## src/rtl/param_load_counter.sv

```systemverilog
// Loadable up/down modulo counter with clamped load, wrap pulse and sticky overflow flag.
// Optional saturation mode is enabled by defining PLC_SATURATE_EN (adds input sat_i).
`timescale 1ns/1ps

module param_load_counter #(
    parameter int unsigned WIDTH   = 8,
    parameter int unsigned MAX_VAL = 2**WIDTH - 1
) (
    input  logic             clk_i,
    input  logic             rst_i,
    input  logic             load_en_i,
    input  logic [WIDTH-1:0] load_i,
    input  logic             cnt_en_i,
    input  logic             up_dn_i,
    input  logic             ovf_clr_i,
`ifdef PLC_SATURATE_EN
    input  logic             sat_i,
`endif
    output logic [WIDTH-1:0] count_o,
    output logic             tc_o,
    output logic             wrap_o,
    output logic             ovf_o
);

    localparam logic [WIDTH-1:0] MaxVal = WIDTH'(MAX_VAL);

    logic [WIDTH-1:0] count_q, count_d;
    logic             wrap_q, wrap_d;
    logic             ovf_q, ovf_d;
    logic             sat;
    logic             at_bound;

`ifdef PLC_SATURATE_EN
    assign sat = sat_i;
`else
    assign sat = 1'b0;
`endif

    assign at_bound = up_dn_i ? (count_q == MaxVal) : (count_q == '0);

    always_comb begin
        count_d = count_q;
        wrap_d  = 1'b0;
        ovf_d   = ovf_q & ~ovf_clr_i;
        if (load_en_i) begin
            count_d = (load_i > MaxVal) ? MaxVal : load_i;
            ovf_d   = 1'b0;
        end else if (cnt_en_i) begin
            if (at_bound) begin
                // Boundary event: overflow always flagged; saturation holds instead of wrapping.
                ovf_d = 1'b1;
                if (!sat) begin
                    count_d = up_dn_i ? '0 : MaxVal;
                    wrap_d  = 1'b1;
                end
            end else if (up_dn_i) begin
                count_d = count_q + WIDTH'(1);
            end else begin
                count_d = count_q - WIDTH'(1);
            end
        end
    end

    always_ff @(posedge clk_i or posedge rst_i) begin
        if (rst_i) begin
            count_q <= '0;
            wrap_q  <= 1'b0;
            ovf_q   <= 1'b0;
        end else begin
            count_q <= count_d;
            wrap_q  <= wrap_d;
            ovf_q   <= ovf_d;
        end
    end

    assign count_o = count_q;
    assign wrap_o  = wrap_q;
    assign ovf_o   = ovf_q;
    assign tc_o    = at_bound;

endmodule
```

## config.mk

```make
export PLATFORM = sky130hd
export DESIGN_NAME = param_load_counter
export DESIGN_NICKNAME = d
export VERILOG_FILES = /design/src/rtl/param_load_counter.sv
export SDC_FILE = /design/constraint.sdc
export NUM_CORES = 1
export LEC_CHECK = 0
export BUFFER_PORTS_ARGS = -buffer_cell sky130_fd_sc_hd__buf_2
export CAP_MARGIN = 20
export CORE_MARGIN = 5
export CORE_UTILIZATION = 45
export CTS_CLUSTER_DIAMETER = 80
export DETAILED_ROUTE_END_ITERATION = 7
export PLACE_DENSITY = 0.71
export SLEW_MARGIN = 20
export SYNTH_ARGS = -nofsm -noshare
export SYNTH_HDL_FRONTEND = slang
export SYNTH_SLANG_ARGS = --single-unit
```

## constraint.sdc

```tcl
create_clock -name clk_i -period 4.2 [get_ports clk_i]
set_input_delay 0.21 -clock clk_i [delete_from_list [all_inputs] [get_ports clk_i]]
set_output_delay 0.21 -clock clk_i [all_outputs]
set_load 0.05 [all_outputs]
```

==> results of run 1 <==
-- worst reg2reg max path, cell delays in order, from the launching register on --
cell	delay, ns
dfrtp_1	0.50
fa_1	0.50
a211oi_1	0.23
o21bai_1	0.11
a21oi_1	0.20
xnor2_1	0.09
a31o_1	0.23
-- routing by layer --
layer	routed length (um)	share of wire, %
met1	937	44
met2	1080	51
met3	101	4.7
met4	19	0.89
met5	0	0
-- sequential cells by signal, indices dropped and copies added (netlist names) --
signal   flops
wrap_o       1
ovf_o        1
count_o      8
-- final cells by class --
class	instances	area, um2	share of cell area [%]
sequential	10	250	24.7
inverter	3	11.3	1.11
multi-input combinational	85	556	54.7
timing repair buffer	25	130	12.8
tap	25	31.3	3.08
clock buffer	4	36.3	3.58
-- per-stage QoR --
stage / total power (W) / hold slack [ns]
2_1_floorplan: 0.000283 / 0.0502
3_3_place_gp: 0.000328 / 0.213
3_5_place_dp: 0.000332 / 0.213
4_1_cts: 0.000424 / 0.155
5_1_grt: 0.000450 / 0.159
6_report: 0.000424 / 0.152
-- kinds of logic (layout without fill, tap and decap cells) --
logic type | Yosys count | after routing
DFF | 10 | 10
buffers and inverters | 6 | 32
AOI/OAI and AO/OA | 32 | 32
xor gates and xnor gates | 8 | 8
and+or+nand+nor | 37 | 37
adders and majority gates | 7 | 7
muxes | 1 | 1
-- layout by cell type (no fill, tap or decap), drive strengths merged, types with 3 or more instances in the layout --
cell type / netlist / layout
a21oi: 16 / 16
buf: 1 / 24
clkbuf: 2 / 4
dfrtp: 10 / 10
ha: 6 / 6
inv: 3 / 3
nand2: 12 / 12
nor2: 15 / 15
nor2b: 3 / 3
o21ai: 6 / 6
xnor2: 6 / 6
-- worst min path at each step --
stage	startpoint	to	slack, ns
after floorplan	rst_i	count_o[0]$_DFFE_PP0P_	0.05
after global placement	rst_i	count_o[1]$_DFFE_PP0P_	0.21
after detailed placement	rst_i	count_o[1]$_DFFE_PP0P_	0.21
after CTS	load_i[0]	count_o[0]$_DFFE_PP0P_	0.15
after global routing	load_i[7]	count_o[7]$_DFFE_PP0P_	0.16
final	load_i[0]	count_o[0]$_DFFE_PP0P_	0.15
-- power breakdown --
part	switching [W]	leakage, nW	total, W	internal, W
sequential	0.0000218	0.124	0.000131	0.000109
clock	0.0000401	0.0210	0.0000928	0.0000527
combinational	0.000127	0.348	0.000201	0.0000741
-- what timing repair did --
| action | CTS | global route |
|---|---|---|
| resized for setup | 0 | 0 |
| endpoints found under the hold margin | 10 | 0 |
| hold buffers | 1 | 0 |
| endpoints found under the setup margin | 0 | 0 |
==> report_table.html, run 1 <==
<table>
<tr><th>Metric</th><th>Value</th></tr>
<tr><th colspan="2">Cells and area</th></tr>
<tr><td>Post-route cell area</td><td>between 1000 and 1500 um2</td></tr>
<tr><td># diodes</td><td>0</td></tr>
<tr><td>Fraction of final layout cells sized beyond drive strength 1</td><td>26.8%</td></tr>
<tr><td>Final non-filler cell total</td><td>about 150</td></tr>
<tr><td>Final nets</td><td>149</td></tr>
<tr><td>Syn-to-layout area delta</td><td>22.0%</td></tr>
<tr><td>Final core occ</td><td>approximately 58%</td></tr>
<tr><td>Number of inserted filler cells in the final layout</td><td>around 180</td></tr>
<tr><th colspan="2">Yosys</th></tr>
<tr><td>Biggest area consumer among synthesized cells</td><td>dfrtp_1</td></tr>
<tr><td>Post-Synth XOR/XNOR Area</td><td>under 10%</td></tr>
<tr><td>Synth Area in Adders</td><td>11.4%</td></tr>
<tr><td>Gate count after technology mapping</td><td>101</td></tr>
<tr><td>Number of register bits inferred by synthesis</td><td>10</td></tr>
<tr><td>Most instantiated library cell after synthesis</td><td>a21oi_1</td></tr>
<tr><td>Ranking of synthesized cells by instance count</td><td>a21oi_1 (15), nor2_1 (14), nand2_1 (12), dfrtp_1 (10)</td></tr>
<tr><td>Async SR Flop Fraction</td><td>100%</td></tr>
<tr><td>Area fraction in compound gates after synthesis</td><td>23.2%</td></tr>
<tr><td>EDFF count, synth</td><td>0</td></tr>
<tr><td>Cell types with the largest area share after synthesis</td><td>dfrtp_1 (30%), a21oi_1 (9.0%), ha_1 (9.0%)</td></tr>
<tr><td>Simple logic cell fraction of the synthesized area</td><td>between 20% and 30%</td></tr>
<tr><td>Share of Yosys cell area claimed by the top area cell type</td><td>between 30% and 40%</td></tr>
<tr><td>Mux contribution to synthesized area</td><td>around 1.2%</td></tr>
<tr><td>Synth warn</td><td>0</td></tr>
<tr><td>Register area share after synthesis</td><td>a little under a third</td></tr>
<tr><td>Most frequently used flop master after synthesis</td><td>dfrtp_1</td></tr>
<tr><td>Mean instance size in the synthesized netlist</td><td>8.24 um2</td></tr>
<tr><td>Unique cell type count in the Yosys netlist</td><td>31</td></tr>
<tr><td>Area of the mapped netlist</td><td>~830 um2</td></tr>
<tr><td>Syn Nets</td><td>around 120</td></tr>
<tr><td>Combinational family with the most area after synthesis</td><td>compound AO/OA/AOI/OAI gates</td></tr>
<tr><th colspan="2">Route</th></tr>
<tr><td>Number of vias per cell</td><td>between 5 and 6</td></tr>
<tr><td>Total wire length</td><td>roughly 2100 um</td></tr>
<tr><td>Total number of vias</td><td>approximately 820</td></tr>
<tr><td>Drt wl/cell</td><td>~14 um</td></tr>
<tr><td>DRT Pass-1 Iters</td><td>4</td></tr>
<tr><td>Count of unresolved DRC violations after routing</td><td>0</td></tr>
<tr><td>Initial DRC Count</td><td>7</td></tr>
<tr><td>Antenna-violating nets left</td><td>0</td></tr>
<tr><th colspan="2">Clock network</th></tr>
<tr><td>TritonCTS clock tree</td><td>built</td></tr>
<tr><td>Level count of the clock H-tree</td><td>1</td></tr>
<tr><td>Deepest clock path buffer count</td><td>2</td></tr>
<tr><td>Worst skew pair latency</td><td>between 0.2 and 0.3 ns</td></tr>
<tr><td>Clock-pin transition on the worst setup and hold timing paths</td><td>0.08 ns</td></tr>
<tr><td>Number of buffers added by the clock tree synthesis step</td><td>3</td></tr>
<tr><td>Clock tree sinks</td><td>10</td></tr>
<tr><td>Total setup buffers inserted after CTS</td><td>0</td></tr>
<tr><td>Root Driver</td><td>clkbuf_4</td></tr>
<tr><th colspan="2">GRT</th></tr>
<tr><td>Initial antenna violation count</td><td>0</td></tr>
<tr><td>Most Used Layer, Global Route</td><td>met2</td></tr>
<tr><td>Global-route wire length before repair</td><td>3630 um</td></tr>
<tr><td>Number of global-route vias before repair</td><td>roughly 840</td></tr>
<tr><td>Overall track demand over capacity in global routing</td><td>between 10% and 20%</td></tr>
<tr><td>Total global routing overflow</td><td>0</td></tr>
<tr><td>M1 GR Usage</td><td>a little over a fifth</td></tr>
<tr><td>Met3 routing resource usage after global routing</td><td>under 10%</td></tr>
<tr><td>Met2 routing resource usage after global routing</td><td>31.6%</td></tr>
<tr><td>Pin count of the biggest net entering global routing</td><td>20</td></tr>
<tr><th colspan="2">Floorplanning</th></tr>
<tr><td>Core box area</td><td>about 1700 um2</td></tr>
<tr><td>Boundary pin count</td><td>25</td></tr>
<tr><td>Initial Util</td><td>between 40% and 50%</td></tr>
<tr><td>Die Span Y</td><td>approximately 53 um</td></tr>
<tr><td>Standard-cell rows</td><td>15</td></tr>
<tr><td>Area enclosed by the die boundary</td><td>~2800 um2</td></tr>
<tr><td>Die width</td><td>about 53 um</td></tr>
<tr><th colspan="2">Worst setup path</th></tr>
<tr><td>Arr. time, crit path</td><td>roughly 2.1 ns</td></tr>
<tr><td>Crit path capture</td><td>tc_o</td></tr>
<tr><td>FF-to-FF setup slack</td><td>between 2 and 2.5 ns</td></tr>
<tr><td>Kind of critical path</td><td>flip-flop to output pin</td></tr>
<tr><td>Capturing element type of the critical path</td><td>output pin</td></tr>
<tr><td>Reg2Reg Launch Point</td><td>count_o[0]$_DFFE_PP0P_</td></tr>
<tr><td>Largest stage delay on the critical path</td><td>roughly 0.56 ns</td></tr>
<tr><td>Sum of buffers and inverters on the critical path</td><td>2</td></tr>
<tr><td>Capture instance of the worst register-to-register path</td><td>count_o[6]$_DFFE_PP0P_</td></tr>
<tr><td>Data required, critical path</td><td>3.99 ns</td></tr>
<tr><td>WP depth</td><td>5</td></tr>
<tr><td>Worst-path maximum fanout</td><td>6</td></tr>
<tr><td>Critical path startpoint</td><td>count_o[5]$_DFFE_PP0P_</td></tr>
<tr><td>Top cell family by delay on the critical path</td><td>simple AND/OR/NAND/NOR gates</td></tr>
<tr><td>Cells traversed along the worst timing path</td><td>or4_4 -&gt; nor4_4 -&gt; nor2b_2 -&gt; inv_2 -&gt; buf_2</td></tr>
<tr><td>Length in cells of the worst reg-to-reg path</td><td>6</td></tr>
<tr><td>Cell with the largest stage delay on the worst path</td><td>or4_4</td></tr>
<tr><td>Startpoint type of the worst setup path</td><td>flip-flop</td></tr>
<tr><th colspan="2">Flow run</th></tr>
<tr><td>Max cap viols</td><td>0</td></tr>
<tr><th colspan="2">Hold path</th></tr>
<tr><td>Worst Hold Path Cells</td><td>3</td></tr>
<tr><td>Min-delay worst type</td><td>input port to flip-flop</td></tr>
<tr><th colspan="2">Timing</th></tr>
<tr><td>Measured slew at the worst slew-check pin</td><td>0.394 ns</td></tr>
<tr><td>Endpoints failing hold</td><td>0</td></tr>
<tr><td>Worst rel slew slack</td><td>around three quarters</td></tr>
<tr><td>Aggregate negative setup slack</td><td>0 ns</td></tr>
<tr><td>Post-Route Skew</td><td>slightly below 0.003 ns</td></tr>
<tr><td>PnR worst setup slack</td><td>1.89 ns</td></tr>
<tr><td>Fmax</td><td>~430 MHz</td></tr>
<tr><td>RSZ-0062 raised after global routing</td><td>false</td></tr>
<tr><td>Final count of negative-setup-slack endpoints</td><td>0</td></tr>
<tr><td>Crit share post-route</td><td>a little over half</td></tr>
<tr><td>Count of final max-slew check failures</td><td>0</td></tr>
<tr><td>Final critical path time including I/O delays and setup</td><td>about 2.3 ns</td></tr>
<tr><th colspan="2">Placement</th></tr>
<tr><td>DP Worst Slack</td><td>2.21 ns</td></tr>
<tr><td>GPL Wtd Cong</td><td>roughly 0.8</td></tr>
<tr><td># placed instances</td><td>147</td></tr>
<tr><td>Total cell area at the placement stage</td><td>968 um2</td></tr>
<tr><td>Dpl hpwl</td><td>1690 um</td></tr>
<tr><td>Number of I/O port buffers</td><td>24</td></tr>
<tr><th colspan="2">Power</th></tr>
<tr><td>Highest ir drop seen on vdd</td><td>approximately 180 uV</td></tr>
<tr><td>Power density over cell area</td><td>approximately 420 nW/um2</td></tr>
<tr><td>Leakage power</td><td>0.493 nW</td></tr>
<tr><th colspan="2">Run status</th></tr>
<tr><td>Result of the run</td><td>completed</td></tr>
</table>
No activity file was read; power rests on OpenSTA's default activity.
==> run 2: changes to the inputs <==
ABC_AREA = 1   (was default)
clock period = 2.31 ns   (was 4.2 ns; I/O delays follow)
==> report_table.html, run 2 <==
<table>
<tr><th>Metric</th><th>Value</th></tr>
<tr><th colspan="2">Worst setup path</th></tr>
<tr><td>Most repeated library cell on the critical path</td><td>nor2_4</td></tr>
<tr><td>Cells traversed along the worst timing path</td><td>nand2_1 -&gt; nor2_2 -&gt; nand2_2 -&gt; nor2_4 -&gt; nor2_4 -&gt; inv_1 -&gt; buf_2</td></tr>
<tr><td>Data required, critical path</td><td>2.19 ns</td></tr>
<tr><td>Arr. time, crit path</td><td>roughly 1.5 ns</td></tr>
<tr><td>Top cell family by delay on the critical path</td><td>flip-flops</td></tr>
<tr><td>Worst-path maximum fanout</td><td>8</td></tr>
<tr><td>Startpoint type of the worst setup path</td><td>flip-flop</td></tr>
<tr><td>Cell with the largest stage delay on the worst path</td><td>dfrtp_1</td></tr>
<tr><td>Largest stage delay on the critical path</td><td>0.48 ns</td></tr>
<tr><td>Kind of critical path</td><td>flip-flop to output pin</td></tr>
<tr><td>Capturing element type of the critical path</td><td>output pin</td></tr>
<tr><td>Sum of buffers and inverters on the critical path</td><td>2</td></tr>
<tr><th colspan="2">Yosys</th></tr>
<tr><td>Unique cell type count in the Yosys netlist</td><td>24</td></tr>
<tr><td>Synth warn</td><td>0</td></tr>
<tr><td>Most instantiated library cell after synthesis</td><td>nand2_1</td></tr>
<tr><td>Register area share after synthesis</td><td>28.9%</td></tr>
<tr><td>Async SR Flop Fraction</td><td>100%</td></tr>
<tr><td>Mean instance size in the synthesized netlist</td><td>approximately 7.0 um2</td></tr>
<tr><td>Syn Nets</td><td>between 100 and 150</td></tr>
<tr><td>Biggest area consumer among synthesized cells</td><td>dfrtp_1</td></tr>
<tr><td>Number of register bits inferred by synthesis</td><td>10</td></tr>
<tr><td>Area of the mapped netlist</td><td>around 870 um2</td></tr>
<tr><td>Most frequently used flop master after synthesis</td><td>dfrtp_1</td></tr>
<tr><td>EDFF count, synth</td><td>0</td></tr>
<tr><td>Share of Yosys cell area claimed by the top area cell type</td><td>around 29%</td></tr>
<tr><td>Gate count after technology mapping</td><td>approximately 120</td></tr>
<tr><td>Cell types with the largest area share after synthesis</td><td>dfrtp_1 (29%), nand2_1 (16%), ha_1 (8.7%)</td></tr>
<tr><td>Ranking of synthesized cells by instance count</td><td>nand2_1 (37), nor2_1 (15), inv_1 (14), dfrtp_1 (10), nand3_1 (9)</td></tr>
<tr><th colspan="2">Power</th></tr>
<tr><td>Highest ir drop seen on vdd</td><td>~460 uV</td></tr>
<tr><td>Power density over cell area</td><td>roughly 760 nW/um2</td></tr>
<tr><td>Leakage power</td><td>between 0.5 and 0.6 nW</td></tr>
<tr><th colspan="2">Cells and area</th></tr>
<tr><td>Final nets</td><td>about 180</td></tr>
<tr><td># diodes</td><td>0</td></tr>
<tr><td>Final core occ</td><td>between 50% and 60%</td></tr>
<tr><td>Leading cell type in the layout, fill and taps excluded</td><td>nand2_1</td></tr>
<tr><td>Syn-to-layout area delta</td><td>21.2%</td></tr>
<tr><td>Fraction of final layout cells sized beyond drive strength 1</td><td>25.0%</td></tr>
<tr><td>Flip-flop count of the largest register after layout</td><td>8</td></tr>
<tr><td>Commonest cells after routing, fill and taps aside</td><td>nand2_1 (37), buf_2 (24), nor2_1 (15)</td></tr>
<tr><th colspan="2">Placement</th></tr>
<tr><td>Dpl hpwl</td><td>roughly 1800 um</td></tr>
<tr><td>DP Worst Slack</td><td>0.685 ns</td></tr>
<tr><td>Number of I/O port buffers</td><td>24</td></tr>
<tr><td>GPL Wtd Cong</td><td>about 0.84</td></tr>
<tr><th colspan="2">Clock network</th></tr>
<tr><td>Clock tree sinks</td><td>10</td></tr>
<tr><td>Worst skew pair latency</td><td>0.25 ns</td></tr>
<tr><td>Level count of the clock H-tree</td><td>1</td></tr>
<tr><td>Clock-pin transition on the worst setup and hold timing paths</td><td>roughly 0.06 ns</td></tr>
<tr><td>Root Driver</td><td>clkbuf_4</td></tr>
<tr><td>CTS resizes</td><td>0</td></tr>
<tr><td>Deepest clock path buffer count</td><td>2</td></tr>
<tr><td>TritonCTS clock tree</td><td>built</td></tr>
<tr><td>Number of buffers added by the clock tree synthesis step</td><td>3</td></tr>
<tr><th colspan="2">Route</th></tr>
<tr><td>Count of unresolved DRC violations after routing</td><td>0</td></tr>
<tr><td>Total number of vias</td><td>between 800 and 900</td></tr>
<tr><td>Antenna-violating nets left</td><td>0</td></tr>
<tr><td>Number of vias per cell</td><td>4.96</td></tr>
<tr><td>DRT Pass-1 Iters</td><td>4</td></tr>
<tr><td>Total wire length</td><td>between 2000 and 2500 um</td></tr>
<tr><td>Drt wl/cell</td><td>12.0 um</td></tr>
<tr><td>Initial DRC Count</td><td>27</td></tr>
<tr><th colspan="2">Timing</th></tr>
<tr><td>Endpoints failing hold</td><td>0</td></tr>
<tr><td>Fmax</td><td>617 MHz</td></tr>
<tr><td>Worst rel slew slack</td><td>approximately three quarters</td></tr>
<tr><td>RSZ-0062 raised after global routing</td><td>false</td></tr>
<tr><td>Post-Route Skew</td><td>0.00206 ns</td></tr>
<tr><td>Crit share post-route</td><td>around 70%</td></tr>
<tr><td>Final count of negative-setup-slack endpoints</td><td>0</td></tr>
<tr><td>Final critical path time including I/O delays and setup</td><td>between 1.5 and 2 ns</td></tr>
<tr><td>Aggregate negative setup slack</td><td>0 ns</td></tr>
<tr><td>Measured slew at the worst slew-check pin</td><td>0.379 ns</td></tr>
<tr><td>PnR worst setup slack</td><td>around 0.69 ns</td></tr>
<tr><td>Count of final max-slew check failures</td><td>0</td></tr>
<tr><th colspan="2">GRT</th></tr>
<tr><td>Initial antenna violation count</td><td>0</td></tr>
<tr><td>Total global routing overflow</td><td>0</td></tr>
<tr><td>Global-route wire length before repair</td><td>between 3000 and 4000 um</td></tr>
<tr><td>Overall track demand over capacity in global routing</td><td>17.1%</td></tr>
<tr><td>Number of global-route vias before repair</td><td>846</td></tr>
<tr><td>Pin count of the biggest net entering global routing</td><td>11</td></tr>
<tr><th colspan="2">Flow run</th></tr>
<tr><td>Max cap viols</td><td>0</td></tr>
<tr><th colspan="2">Floorplanning</th></tr>
<tr><td>Die Span Y</td><td>53.9 um</td></tr>
<tr><td>Core box area</td><td>~1800 um2</td></tr>
<tr><td>Die width</td><td>about 54 um</td></tr>
<tr><td>Standard-cell rows</td><td>15</td></tr>
<tr><td>Initial Util</td><td>around half</td></tr>
<tr><td>Boundary pin count</td><td>25</td></tr>
<tr><td>Area enclosed by the die boundary</td><td>between 2000 and 3000 um2</td></tr>
<tr><th colspan="2">Hold path</th></tr>
<tr><td>Min-delay worst type</td><td>input port to flip-flop</td></tr>
<tr><th colspan="2">Run status</th></tr>
<tr><td>Result of the run</td><td>completed</td></tr>
</table>
[run 2: cell count changes in the layout (fill, tap and decap cells not counted), sizes merged, moves of 3 or more]
cell	delta
or2	+3
xnor2	-5
nor2b	-3
inv	+11
o21ai	-5
nand3	+9
nand3b	+3
nand2	+26
a21oi	-9
o22ai	+5
nor2	+5
[run 2: layer usage]
layer	track usage (%)	share of wire [%]
met5	0	0
met1	21.6	45
met4	5.11	0.28
met2	29.2	49
met3	3.05	5.5
[run 2: power breakdown]
part           internal, W  total (W)  switching [W]  leakage (nW)
registers         0.000203   0.000251      0.0000475         0.120
logic             0.000149   0.000435       0.000287         0.444
clock network    0.0000596   0.000109      0.0000490        0.0138
[run 2: cells by family after synthesis]
kind of cell / after synthesis / share of synthesized area, %
AO/OA/AOI/OAI: 14 / 9.09
XOR/XNOR: 2 / 2.02
adder cells (fa/ha/maj): 7 / 11.0
buffers and inverters: 15 / 6.49
flip-flops: 10 / 28.9
AND/OR/NAND/NOR: 76 / 42.6
[run 2: per-stage QoR]
| stage | cell area (um2) | hold slack [ns] | power [W] | std cells |
|---|---|---|---|---|
| after floorplan | 867 | -0.0443 | 0.000582 | 124 |
| after global placement | 1020 | 0.107 | 0.000679 | 173 |
| after detailed placement | 1020 | 0.110 | 0.000687 | 173 |
| after CTS | 1050 | 0.0523 | 0.000801 | 177 |
| after global routing | 1050 | 0.0580 | 0.000869 | 177 |
| final | 1050 | 0.0601 | 0.000795 | 177 |
[run 2: area by class of cell]
type	count	area, um2
Clock buffer	3	22.5
Fill cell	175	732
Inverter	15	56.3
Multi-Input combinational cell	99	561
Sequential cell	10	250
Tap cell	25	31.3
Timing Repair Buffer	25	130
[run 2: timing repair]
action	4_1_cts	5_1_grt
buffers inserted	0	0
hold buffers	1	0
hold endpoints to repair	10	0
[run 2: final timing paths]
path / start / to / slack, ns / cells past startpoint
max: count_o[0]$_DFFE_PP0P_ / tc_o / 0.69 / 7
min: ovf_clr_i / ovf_o$_DFF_PP0_ / 0.06 / 2
max reg2reg: count_o[0]$_DFFE_PP0P_ / count_o[6]$_DFFE_PP0P_ / 0.70 / 9
min reg2reg: ovf_o$_DFF_PP0_ / ovf_o$_DFF_PP0_ / 0.55 / 2
max in group asynchronous: rst_i / count_o[1]$_DFFE_PP0P_ / 1.64 / 3
min in group asynchronous: rst_i / wrap_o$_DFF_PP0_ / 0.40 / 3
